`config.mk`:
```
export PLATFORM = sky130hd
export DESIGN_NAME = i2s_tx_data_flat
export DESIGN_NICKNAME = d
export VERILOG_FILES = /design/src/rtl/i2s_tx_data_if.sv /design/src/rtl/i2s_tx_data.sv /design/src/flat_wrapper.sv
export SDC_FILE = /design/constraint.sdc
export NUM_CORES = 1
export LEC_CHECK = 0
export BUFFER_PORTS_ARGS = -buffer_cell sky130_fd_sc_hd__buf_2
export CAP_MARGIN = 20
export CORE_UTILIZATION = 29
export DETAILED_ROUTE_END_ITERATION = 16
export PLACE_DENSITY_LB_ADDON = 0.3
export REMOVE_ABC_BUFFERS = 1
export SLEW_MARGIN = 5
export SYNTH_ARGS = -nofsm -noshare
export SYNTH_HDL_FRONTEND = slang
export SYNTH_SLANG_ARGS = --single-unit
```
`constraint.sdc`:
```
create_clock -name i2s_bclk -period 2.6 [get_ports i2s_bclk]
set_input_delay 0.13 -clock i2s_bclk [delete_from_list [all_inputs] [get_ports i2s_bclk]]
set_output_delay 0.13 -clock i2s_bclk [all_outputs]
set_load 0.01 [all_outputs]
```
`src/rtl/i2s_tx_data_if.sv`:
```
// Sample-pair handshake between a stereo sample source and the I2S transmitter.
// The master offers a left/right pair; the slave signals when its buffer can take one.
interface i2s_tx_data_if #(
  parameter int DATA_W = 24
);
  logic [DATA_W-1:0] dataL;
  logic [DATA_W-1:0] dataR;
  logic              tx_valid;
  logic              tx_ready;

  modport master (
    output dataL,
    output dataR,
    output tx_valid,
    input  tx_ready
  );

  modport slave (
    input  dataL,
    input  dataR,
    input  tx_valid,
    output tx_ready
  );
endinterface

```
`src/rtl/i2s_tx_data.sv`:
```
// I2S serial transmitter: follows an external word clock on the bit clock, buffers one
// stereo pair and shifts each word MSB-first with the standard one-bit I2S delay.
module i2s_tx_data #(
  parameter int DATA_W = 24
) (
  input  logic         i2s_bclk,
  input  logic         rst_n,
  input  logic         i2s_wclk,
  i2s_tx_data_if.slave tx,
  output logic         dout,
  output logic         synced,
  output logic         underrun,
  output logic         frame_err
);

  typedef enum logic [0:0] {
    ST_HUNT = 1'b0,
    ST_SYNC = 1'b1
  } state_t;

  localparam logic [4:0] CNT_LAST = 5'(DATA_W - 1);
  localparam logic [4:0] CNT_MAX  = 5'd31;

  state_t            state_r;
  state_t            state_nxt_s;
  logic              synced_s;
  logic              wclk_lat_r;
  logic              boundary_s;
  logic              left_bnd_s;
  logic              right_bnd_s;
  logic              accept_s;
  logic              buf_full_r;
  logic              buf_full_nxt_s;
  logic [DATA_W-1:0] buf_l_r;
  logic [DATA_W-1:0] buf_l_nxt_s;
  logic [DATA_W-1:0] buf_r_r;
  logic [DATA_W-1:0] buf_r_nxt_s;
  logic [DATA_W-1:0] hold_r;
  logic [DATA_W-1:0] hold_nxt_s;
  logic [DATA_W-1:0] shift_r;
  logic [DATA_W-1:0] shift_nxt_s;
  logic [DATA_W-1:0] word_s;
  logic [4:0]        cnt_r;
  logic [4:0]        cnt_nxt_s;
  logic              dout_r;
  logic              dout_nxt_s;
  logic              underrun_r;
  logic              underrun_nxt_s;
  logic              frame_err_r;
  logic              frame_err_nxt_s;

  assign boundary_s  = i2s_wclk ^ wclk_lat_r;
  assign left_bnd_s  = boundary_s & ~i2s_wclk;
  assign right_bnd_s = boundary_s & i2s_wclk;
  assign tx.tx_ready = rst_n & ~buf_full_r;
  assign accept_s    = tx.tx_valid & tx.tx_ready;

  assign dout      = dout_r;
  assign synced    = synced_s;
  assign underrun  = underrun_r;
  assign frame_err = frame_err_r;

  // Alignment state register.
  always_ff @(posedge i2s_bclk) begin
    if (!rst_n) begin
      state_r <= ST_HUNT;
    end else begin
      state_r <= state_nxt_s;
    end
  end

  // Alignment next state: lock on the first left-channel boundary.
  always_comb begin
    state_nxt_s = state_r;
    case (state_r)
      ST_HUNT: begin
        if (left_bnd_s) begin
          state_nxt_s = ST_SYNC;
        end else begin
          state_nxt_s = ST_HUNT;
        end
      end
      ST_SYNC: state_nxt_s = ST_SYNC;
      default: state_nxt_s = ST_HUNT;
    endcase
  end

  // Alignment outputs.
  always_comb begin
    synced_s = 1'b0;
    case (state_r)
      ST_SYNC: synced_s = 1'b1;
      default: synced_s = 1'b0;
    endcase
  end

  // One-entry pair buffer; a left boundary consumes what was held at the start of the cycle.
  always_comb begin
    buf_full_nxt_s = buf_full_r;
    buf_l_nxt_s    = buf_l_r;
    buf_r_nxt_s    = buf_r_r;
    if (accept_s) begin
      buf_full_nxt_s = 1'b1;
      buf_l_nxt_s    = tx.dataL;
      buf_r_nxt_s    = tx.dataR;
    end else if (left_bnd_s && buf_full_r) begin
      buf_full_nxt_s = 1'b0;
    end else begin
      buf_full_nxt_s = buf_full_r;
    end
  end

  // Word selection at channel boundaries.
  always_comb begin
    word_s         = '0;
    hold_nxt_s     = hold_r;
    underrun_nxt_s = 1'b0;
    if (left_bnd_s) begin
      if (buf_full_r) begin
        word_s     = buf_l_r;
        hold_nxt_s = buf_r_r;
      end else begin
        word_s         = '0;
        hold_nxt_s     = '0;
        underrun_nxt_s = 1'b1;
      end
    end else if (right_bnd_s) begin
      if (synced_s) begin
        word_s = hold_r;
      end else begin
        word_s = '0;
      end
    end else begin
      word_s = '0;
    end
  end

  // Serializer: MSB goes out on the detecting edge, zero fill after the LSB.
  always_comb begin
    shift_nxt_s     = shift_r;
    dout_nxt_s      = 1'b0;
    cnt_nxt_s       = cnt_r;
    frame_err_nxt_s = 1'b0;
    if (boundary_s) begin
      shift_nxt_s     = word_s;
      dout_nxt_s      = word_s[DATA_W-1];
      cnt_nxt_s       = 5'd0;
      frame_err_nxt_s = synced_s & (cnt_r < CNT_LAST);
    end else begin
      shift_nxt_s = {shift_r[DATA_W-2:0], 1'b0};
      dout_nxt_s  = shift_r[DATA_W-2];
      if (cnt_r == CNT_MAX) begin
        cnt_nxt_s = CNT_MAX;
      end else begin
        cnt_nxt_s = cnt_r + 5'd1;
      end
    end
  end

  // Datapath registers; the word-clock latch tracks the pin during reset to avoid a false edge.
  always_ff @(posedge i2s_bclk) begin
    if (!rst_n) begin
      wclk_lat_r  <= i2s_wclk;
      buf_full_r  <= 1'b0;
      buf_l_r     <= '0;
      buf_r_r     <= '0;
      hold_r      <= '0;
      shift_r     <= '0;
      cnt_r       <= CNT_MAX;
      dout_r      <= 1'b0;
      underrun_r  <= 1'b0;
      frame_err_r <= 1'b0;
    end else begin
      wclk_lat_r  <= i2s_wclk;
      buf_full_r  <= buf_full_nxt_s;
      buf_l_r     <= buf_l_nxt_s;
      buf_r_r     <= buf_r_nxt_s;
      hold_r      <= hold_nxt_s;
      shift_r     <= shift_nxt_s;
      cnt_r       <= cnt_nxt_s;
      dout_r      <= dout_nxt_s;
      underrun_r  <= underrun_nxt_s;
      frame_err_r <= frame_err_nxt_s;
    end
  end

endmodule

```
`src/flat_wrapper.sv`:
```
// flat-port wrapper written by rule: the top's interface ports become plain ports
module i2s_tx_data_flat 
#(
  parameter int DATA_W = 24
)
  (i2s_bclk, rst_n, i2s_wclk, dout, synced, underrun, frame_err, tx_dataL, tx_dataR, tx_tx_valid, tx_tx_ready);
  i2s_tx_data_if #(.DATA_W(DATA_W)) tx_i ();
  input  logic i2s_bclk;
  input  logic rst_n;
  input  logic i2s_wclk;
  output logic dout;
  output logic synced;
  output logic underrun;
  output logic frame_err;
  input wire logic [$bits(tx_i.dataL)-1:0] tx_dataL;
  input wire logic [$bits(tx_i.dataR)-1:0] tx_dataR;
  input wire logic [$bits(tx_i.tx_valid)-1:0] tx_tx_valid;
  output wire logic [$bits(tx_i.tx_ready)-1:0] tx_tx_ready;
  assign tx_i.dataL = tx_dataL;
  assign tx_i.dataR = tx_dataR;
  assign tx_i.tx_valid = tx_tx_valid;
  assign tx_tx_ready = tx_i.tx_ready;
  i2s_tx_data #(.DATA_W(DATA_W)) u_core (.i2s_bclk(i2s_bclk), .rst_n(rst_n), .i2s_wclk(i2s_wclk), .tx(tx_i), .dout(dout), .synced(synced), .underrun(underrun), .frame_err(frame_err));
endmodule
```
==> summary.txt, run 1 <==
Outcome: complete, no violations
Num CTS Buffers: 9
Fin crit period: 2.10 ns
Post-CTS setup buffers: 0
Clock power frac: 38.5%
RSZ-0062 raised after global routing: no
First DRT Iteration DRCs: 226
Die height: 122 um
Top achievable clock speed: 477 MHz
Clock Tree Buf Depth: 2
Clock-pin slew on the worst setup and hold paths: 0.07 ns
First-pass GRT wire length: 14700 um
Logic pwr share: 9.3%
Largest area contributor in the netlist: dfxtp_1
Top cells by area, synth: dfxtp_1 51%, o21ai_0 7.5%, a221oi_2 7.2%
Post-route ant nets: 0
Synth Area per Inst: 9.04 um2
Fillers: 1448
Number of synthesized flops with an enable pin: 0
Remaining Overflow, GRT: 0
Pin count of the biggest net entering global routing: 105
Seq pwr share: 52.2%
CP Class: input port to flip-flop
WL/cell: 12.6 um
Synth Instances: 459
Ratio of cells with drive above 1 in the final layout: 19.8%
Area grow syn2layout: 16.2%
Final setup TNS: 0 ns
Setup crit start kind: input port
Pwr dens: 712 nW/um2
Async SR Flop Fraction: 0%
Worst Tran Pin Value: 0.984 ns
Initial Utilization: 29.8%
Leak Pwr: 2.07 nW
Pre-antenna DRT Iters: 4
Row count: 43
Max Cap Viol: 0
Synth Flop Type: dfxtp_1
Netlist cell types: 29
Post-DP HPWL: 5380 um
Yosys Warn Count: 0
Initial antenna violation count: 0
Total number of vias: 3086
Internal power: 2.62 mW
Worst Hold Class: input port to flip-flop
Utilization after layout: 34.6%
Root Driver: clkbuf_16
Vias in the first global route: 2986
Most frequent cells in the layout: 106 x dfxtp_1, 62 x o21ai_0, 56 x buf_2
Tcrit/Tclk final: 80.6%
Die area: 14800 um2
VDD IR max: 0.368 mV
Die Wd: 122 um
Switch share: 23.7%
Global-route usage over all layers: 12.7%
Yosys top cell area share: 51.2%
Most common cell after layout, fill and taps aside: dfxtp_1
CTS resizes: 0
N_diodes: 0
Final Hold Fails: 0
Total length of routed wires: 8550 um
Vias per cell: 4.53
Pins over their slew limit: 0
Switching pwr: 812 uW
Port buffer count: 56
Worst R2R Start: u_core.wclk_lat_r
Reg2Reg Setup Slack: 0.70 ns
FF+latch count, synth: 106
Nets@finish: 551
Post-Syn Area: 4150 um2
Crit path launch: i2s_wclk
Kind of end point of the critical path: flip-flop
Slew headroom: 34.4%
CTS H-tree lvls: 3
Clock skew: 0.00801 ns
Clk_lat worst skew: 0.34 ns
Clock Sinks: 106
TritonCTS clock tree: done
Hold Startpoint: tx_dataL[8]
Worst path required time: 2.87 ns
Final setup viols: 0
Worst-path maximum fanout: 48
GP Congestion: 0.693
Sequential element share of the synthesized area: 51.2%
I/O pin cnt: 57
Cts hold-fix bufs: 1
Crit path DAT: 2.37 ns
Residual DRC: 0
Core area: 13900 um2
## kinds of logic (layout without fill, tap and decap cells)
| group | Yosys count | in the layout | synth area share (%) |
|---|---|---|---|
| DFF | 106 | 106 | 51.2 |
| muxes | 1 | 1 | 0.241 |
| buffers and inverters | 89 | 131 | 9.47 |
| and+or+nand+nor | 130 | 130 | 17.0 |
| AOI/OAI and AO/OA | 129 | 129 | 21.1 |
| adders and majority gates | 3 | 3 | 0.905 |
| xor gates and xnor gates | 1 | 1 | 0.211 |
## power by group through the flow
| stage | combinational [mW] | clock (mW) | sequential, mW |
|---|---|---|---|
| after floorplan | 0.204 | 0 | 1.81 |
| after global placement | 0.312 | 0 | 1.82 |
| after detailed placement | 0.323 | 0 | 1.83 |
| after CTS | 0.326 | 1.36 | 1.79 |
| after global routing | 0.369 | 1.44 | 1.80 |
| final | 0.321 | 1.32 | 1.79 |
## sequential cells by signal, indices dropped and copies added, names as in the netlist
signal             count
u_core.buf_full_r      1
u_core.buf_r_r        24
u_core.state_r         1
u_core.cnt_r           5
u_core.underrun        1
u_core.frame_err       1
u_core.dout            1
u_core.shift_r        23
u_core.hold_r         24
u_core.buf_l_r        24
u_core.wclk_lat_r      1
## worst max-delay path, cell delays in order
cell           delay, ns
dlygate4sd3_1       0.55
buf_2               0.14
inv_1               0.05
ha_1                0.46
and2_4              0.67
a221oi_1            0.20
nor2_1              0.14
## worst paths after layout
path	depth (start not counted)	end
worst max-delay path	7	u_core.shift_r[1]
worst min-delay path	3	u_core.buf_l_r[8]
worst max register to register	4	u_core.shift_r[1]
worst min register to register	2	u_core.shift_r[7]
## through the flow
| stage | total power [mW] | instances | worst slack (ns) | hold slack (ns) | area, um2 |
|---|---|---|---|---|---|
| after detailed placement | 2.15 | 664 | 0.677 | 0.272 | 4510 |
| after CTS | 3.48 | 681 | 0.475 | 0.0258 | 4820 |
| after global routing | 3.61 | 681 | 0.285 | 0.0219 | 4820 |
| after floorplan | 2.01 | 423 | 0.0870 | 0.158 | 3950 |
| final | 3.43 | 681 | 0.504 | 0.0310 | 4820 |
| after global placement | 2.14 | 664 | 0.758 | 0.266 | 4510 |
## synthesized netlist by cell type, types with 2 or more instances
cell type  number
dfxtp_1       106
o21ai_0        62
inv_1          53
nand3_1        48
nor2b_1        46
a21oi_1        25
nor2_1         23
a221oi_2       20
clkbuf_1       14
o21ai_1        11
buf_2           8
buf_4           7
and2b_1         5
a31oi_1         4
buf_1           4
a221oi_1        3
and2_1          3
buf_6           3
ha_1            3
nand4_1         2
## metal layers
metal / track usage [%] / vias to the layer above / wire [um]
li1: - / 1617 / -
met1: 16.7 / 1412 / 4350
met2: 20.1 / 49 / 3810
met3: 3.79 / 8 / 314
met4: 3.70 / 0 / 76
met5: 0 / - / 0
## layout make-up
type	count	area (um2)	share of cell area, %
multi-input cells	264	1630	33.9
flip-flops and latches	106	2120	44.0
clock inverters	3	21.3	0.441
clock buffers	13	280	5.81
repair buffers	62	340	7.06
well taps	180	225	4.67
inverters	53	199	4.13
(Power assumes the default switching activity.)
==> run 2: changes to the inputs <==
--- a/config.mk
+++ b/config.mk
@@ -5,6 +5,7 @@
 export SDC_FILE = /design/constraint.sdc
 export NUM_CORES = 1
 export LEC_CHECK = 0
+export ABC_AREA = 1
 export BUFFER_PORTS_ARGS = -buffer_cell sky130_fd_sc_hd__buf_2
 export CAP_MARGIN = 20
 export CORE_UTILIZATION = 29
==> constraint.sdc (replaced) <==
create_clock -name i2s_bclk -period 1.9 [get_ports i2s_bclk]
set_input_delay 0.095 -clock i2s_bclk [delete_from_list [all_inputs] [get_ports i2s_bclk]]
set_output_delay 0.095 -clock i2s_bclk [all_outputs]
set_load 0.01 [all_outputs]
==> summary.txt, run 2 <==
TritonCTS clock tree: done
Tot Pwr: 4.93 mW
Failing checks: design-rule violations
Row count: 43
Total number of vias: 3654
Leak Pwr: 2.42 nW
Yosys top cell area share: 51.6%
Worst Tran Pin Value: 0.599 ns
CTS H-tree lvls: 3
CP max-delay cell: dlygate4sd3_1
Grt met2 use: 23.3%
Fillers: 1455
Root Driver: clkbuf_16
Core area: 13800 um2
M3 GR Usage: 3.15%
Most common cell after layout, fill and taps aside: nand2_1
Slew headroom: 60.0%
WL/cell: 11.3 um
Post-DP HPWL: 5970 um
Global-route usage over all layers: 13.8%
Ratio of cells with drive above 1 in the final layout: 13.7%
CP Class: input port to flip-flop
Critical Path Max Stage Delay: 0.54 ns
Sequence of cells on the critical path: dlygate4sd3_1 -> buf_2 -> inv_1 -> ha_1 -> clkinvlp_4 -> nand4_1 -> nand3_1 -> nand2_1 -> inv_1
Post-route ant nets: 0
Yosys Warn Count: 0
Pre-antenna DRT Iters: 10
Remaining Overflow, GRT: 0
Pwr dens: 930 nW/um2
GP Congestion: 0.721
Final Hold Fails: 0
Pins over their slew limit: 0
Vias per cell: 4.40
Final setup viols: 0
Synth Flop Type: dfxtp_1
Post-Syn Area: 4110 um2
Worst path required time: 2.15 ns
Most frequent cell after synthesis: nand2_1
First DRT Iteration DRCs: 212
Reg2Reg Setup Slack: 0.33 ns
Max Cap Viol: 0
Top achievable clock speed: 586 MHz
Pin count of the biggest net entering global routing: 73
Clock-pin slew on the worst setup and hold paths: 0.07 ns
I/O pin cnt: 57
Num CTS Buffers: 9
Largest area contributor in the netlist: dfxtp_1
Initial antenna violation count: 0
Sequential element share of the synthesized area: 51.6%
Async SR Flop Fraction: 0%
Clock Sinks: 106
Nets@finish: 701
Final setup TNS: 0 ns
Clk_lat worst skew: 0.35 ns
Most used cell, CP: inv_1
Fin crit period: 1.71 ns
Kind of end point of the critical path: flip-flop
Worst Hold Class: input port to flip-flop
Vias in the first global route: 3457
Clock Tree Buf Depth: 2
First-pass GRT wire length: 16000 um
Post-CTS setup buffers: 0
Die Wd: 121 um
Clock skew: 0.00728 ns
N_diodes: 0
Port buffer count: 56
Area grow syn2layout: 29.0%
Initial Utilization: 29.7%
Netlist cell types: 23
Worst path top cell family by delay: buffers and inverters
GR peak layer: met2
Buffer and inverter count on the worst path: 5
Setup crit start kind: input port
Synth Instances: 556
Die area: 14600 um2
VDD IR max: 0.468 mV
Number of synthesized flops with an enable pin: 0
Total length of routed wires: 9410 um
Post-synth top cells: 169 x nand2_1, 106 x dfxtp_1, 65 x nand3_1
Largest regs: u_core.buf_l_r: 24 flops, u_core.buf_r_r: 24 flops, u_core.hold_r: 24 flops
Residual DRC: 2
Tcrit/Tclk final: 89.9%
FF+latch count, synth: 106
Met1 usage: 16.8%
WHS: 0.245 ns
RSZ-0062 raised after global routing: no
Worst-path maximum fanout: 32
Synth Area per Inst: 7.39 um2
Top cells by area, synth: dfxtp_1 52%, nand2_1 15%, nand3_1 7.9%
Most frequent cells in the layout: 169 x nand2_1, 106 x dfxtp_1, 65 x nand3_1
Outcome: finished, violations left
Die height: 121 um
Crit path DAT: 1.96 ns
==> run 2: cell count changes in the layout (fill, tap and decap cells not counted), sizes merged, moves of 14 or more <==
cell / previous run / this run
nand3: 48 / 65
a221oi: 23 / 0
o21ai: 73 / 48
nor2b: 46 / 0
nor2: 23 / 59
nand2: 1 / 171
dlygate4sd3: 1 / 49
nand4: 2 / 16
a21oi: 25 / 5
==> run 2: layout make-up <==
type	count	area, um2	area share, %
clock buffers	12	246	4.65
flip-flops and latches	106	2120	40.0
multi-input cells	371	1640	30.9
repair buffers	115	846	16.0
well taps	180	225	4.25
inverters	43	173	3.26
clock inverters	4	51.3	0.968
==> run 2: what timing repair did <==
item	4_1_cts	5_1_grt
hold buffers	49	0
gates resized for setup	0	3
setup endpoints to repair	0	15
hold endpoints to repair	49	0
==> run 2: metal layers <==
layer	vias to the layer above	wire, um
met5	-	0
met4	0	161
met3	12	315
met2	56	4430
met1	1644	4500
li1	1942	-
==> run 2: tightest hold or removal path, delay by kind of cell <==
| family | cells | cell delay [ns] |
|---|---|---|
| buffers and inverters | 2 | 0.32 |
| and+or+nand+nor | 2 | 0.14 |
==> run 2: logic make-up (layout without fill, tap and decap cells) <==
kind of cell | Yosys count | after routing | synth area share, %
fa+ha+maj | 3 | 3 | 0.914
buf+inv | 79 | 174 | 8.53
xor+xnor | 1 | 1 | 0.213
flops | 106 | 106 | 51.6
compound gates | 55 | 55 | 6.79
simple gates | 312 | 312 | 31.9
==> run 2: metrics by stage <==
stage	util [%]	worst slack, ns	instance area (um2)	instances
detailed placement	32.6	0.223	4510	766
floorplan	-	0.440	3930	520
global route	38.3	0.0134	5300	831
CTS	38.3	0.0782	5290	831
global placement	32.6	0.311	4510	766
finish	38.3	0.192	5300	831
==> run 2: path summary, 6_finish.rpt <==
| kind | startpoint | endpoint | cells past startpoint |
|---|---|---|---|
| min reg2reg | u_core.cnt_r[4] | u_core.frame_err | 1 |
| min | tx_tx_valid | u_core.buf_full_r | 4 |
| max reg2reg | u_core.wclk_lat_r | u_core.shift_r[12] | 6 |
| max | i2s_wclk | u_core.shift_r[12] | 9 |
==> run 2: report_power, final <==
part	total, mW	internal, mW	leakage (nW)	switching, mW
registers	2.46	2.39	0.870	0.0783
logic	0.596	0.263	1.41	0.333
clock network	1.87	1.06	0.143	0.809
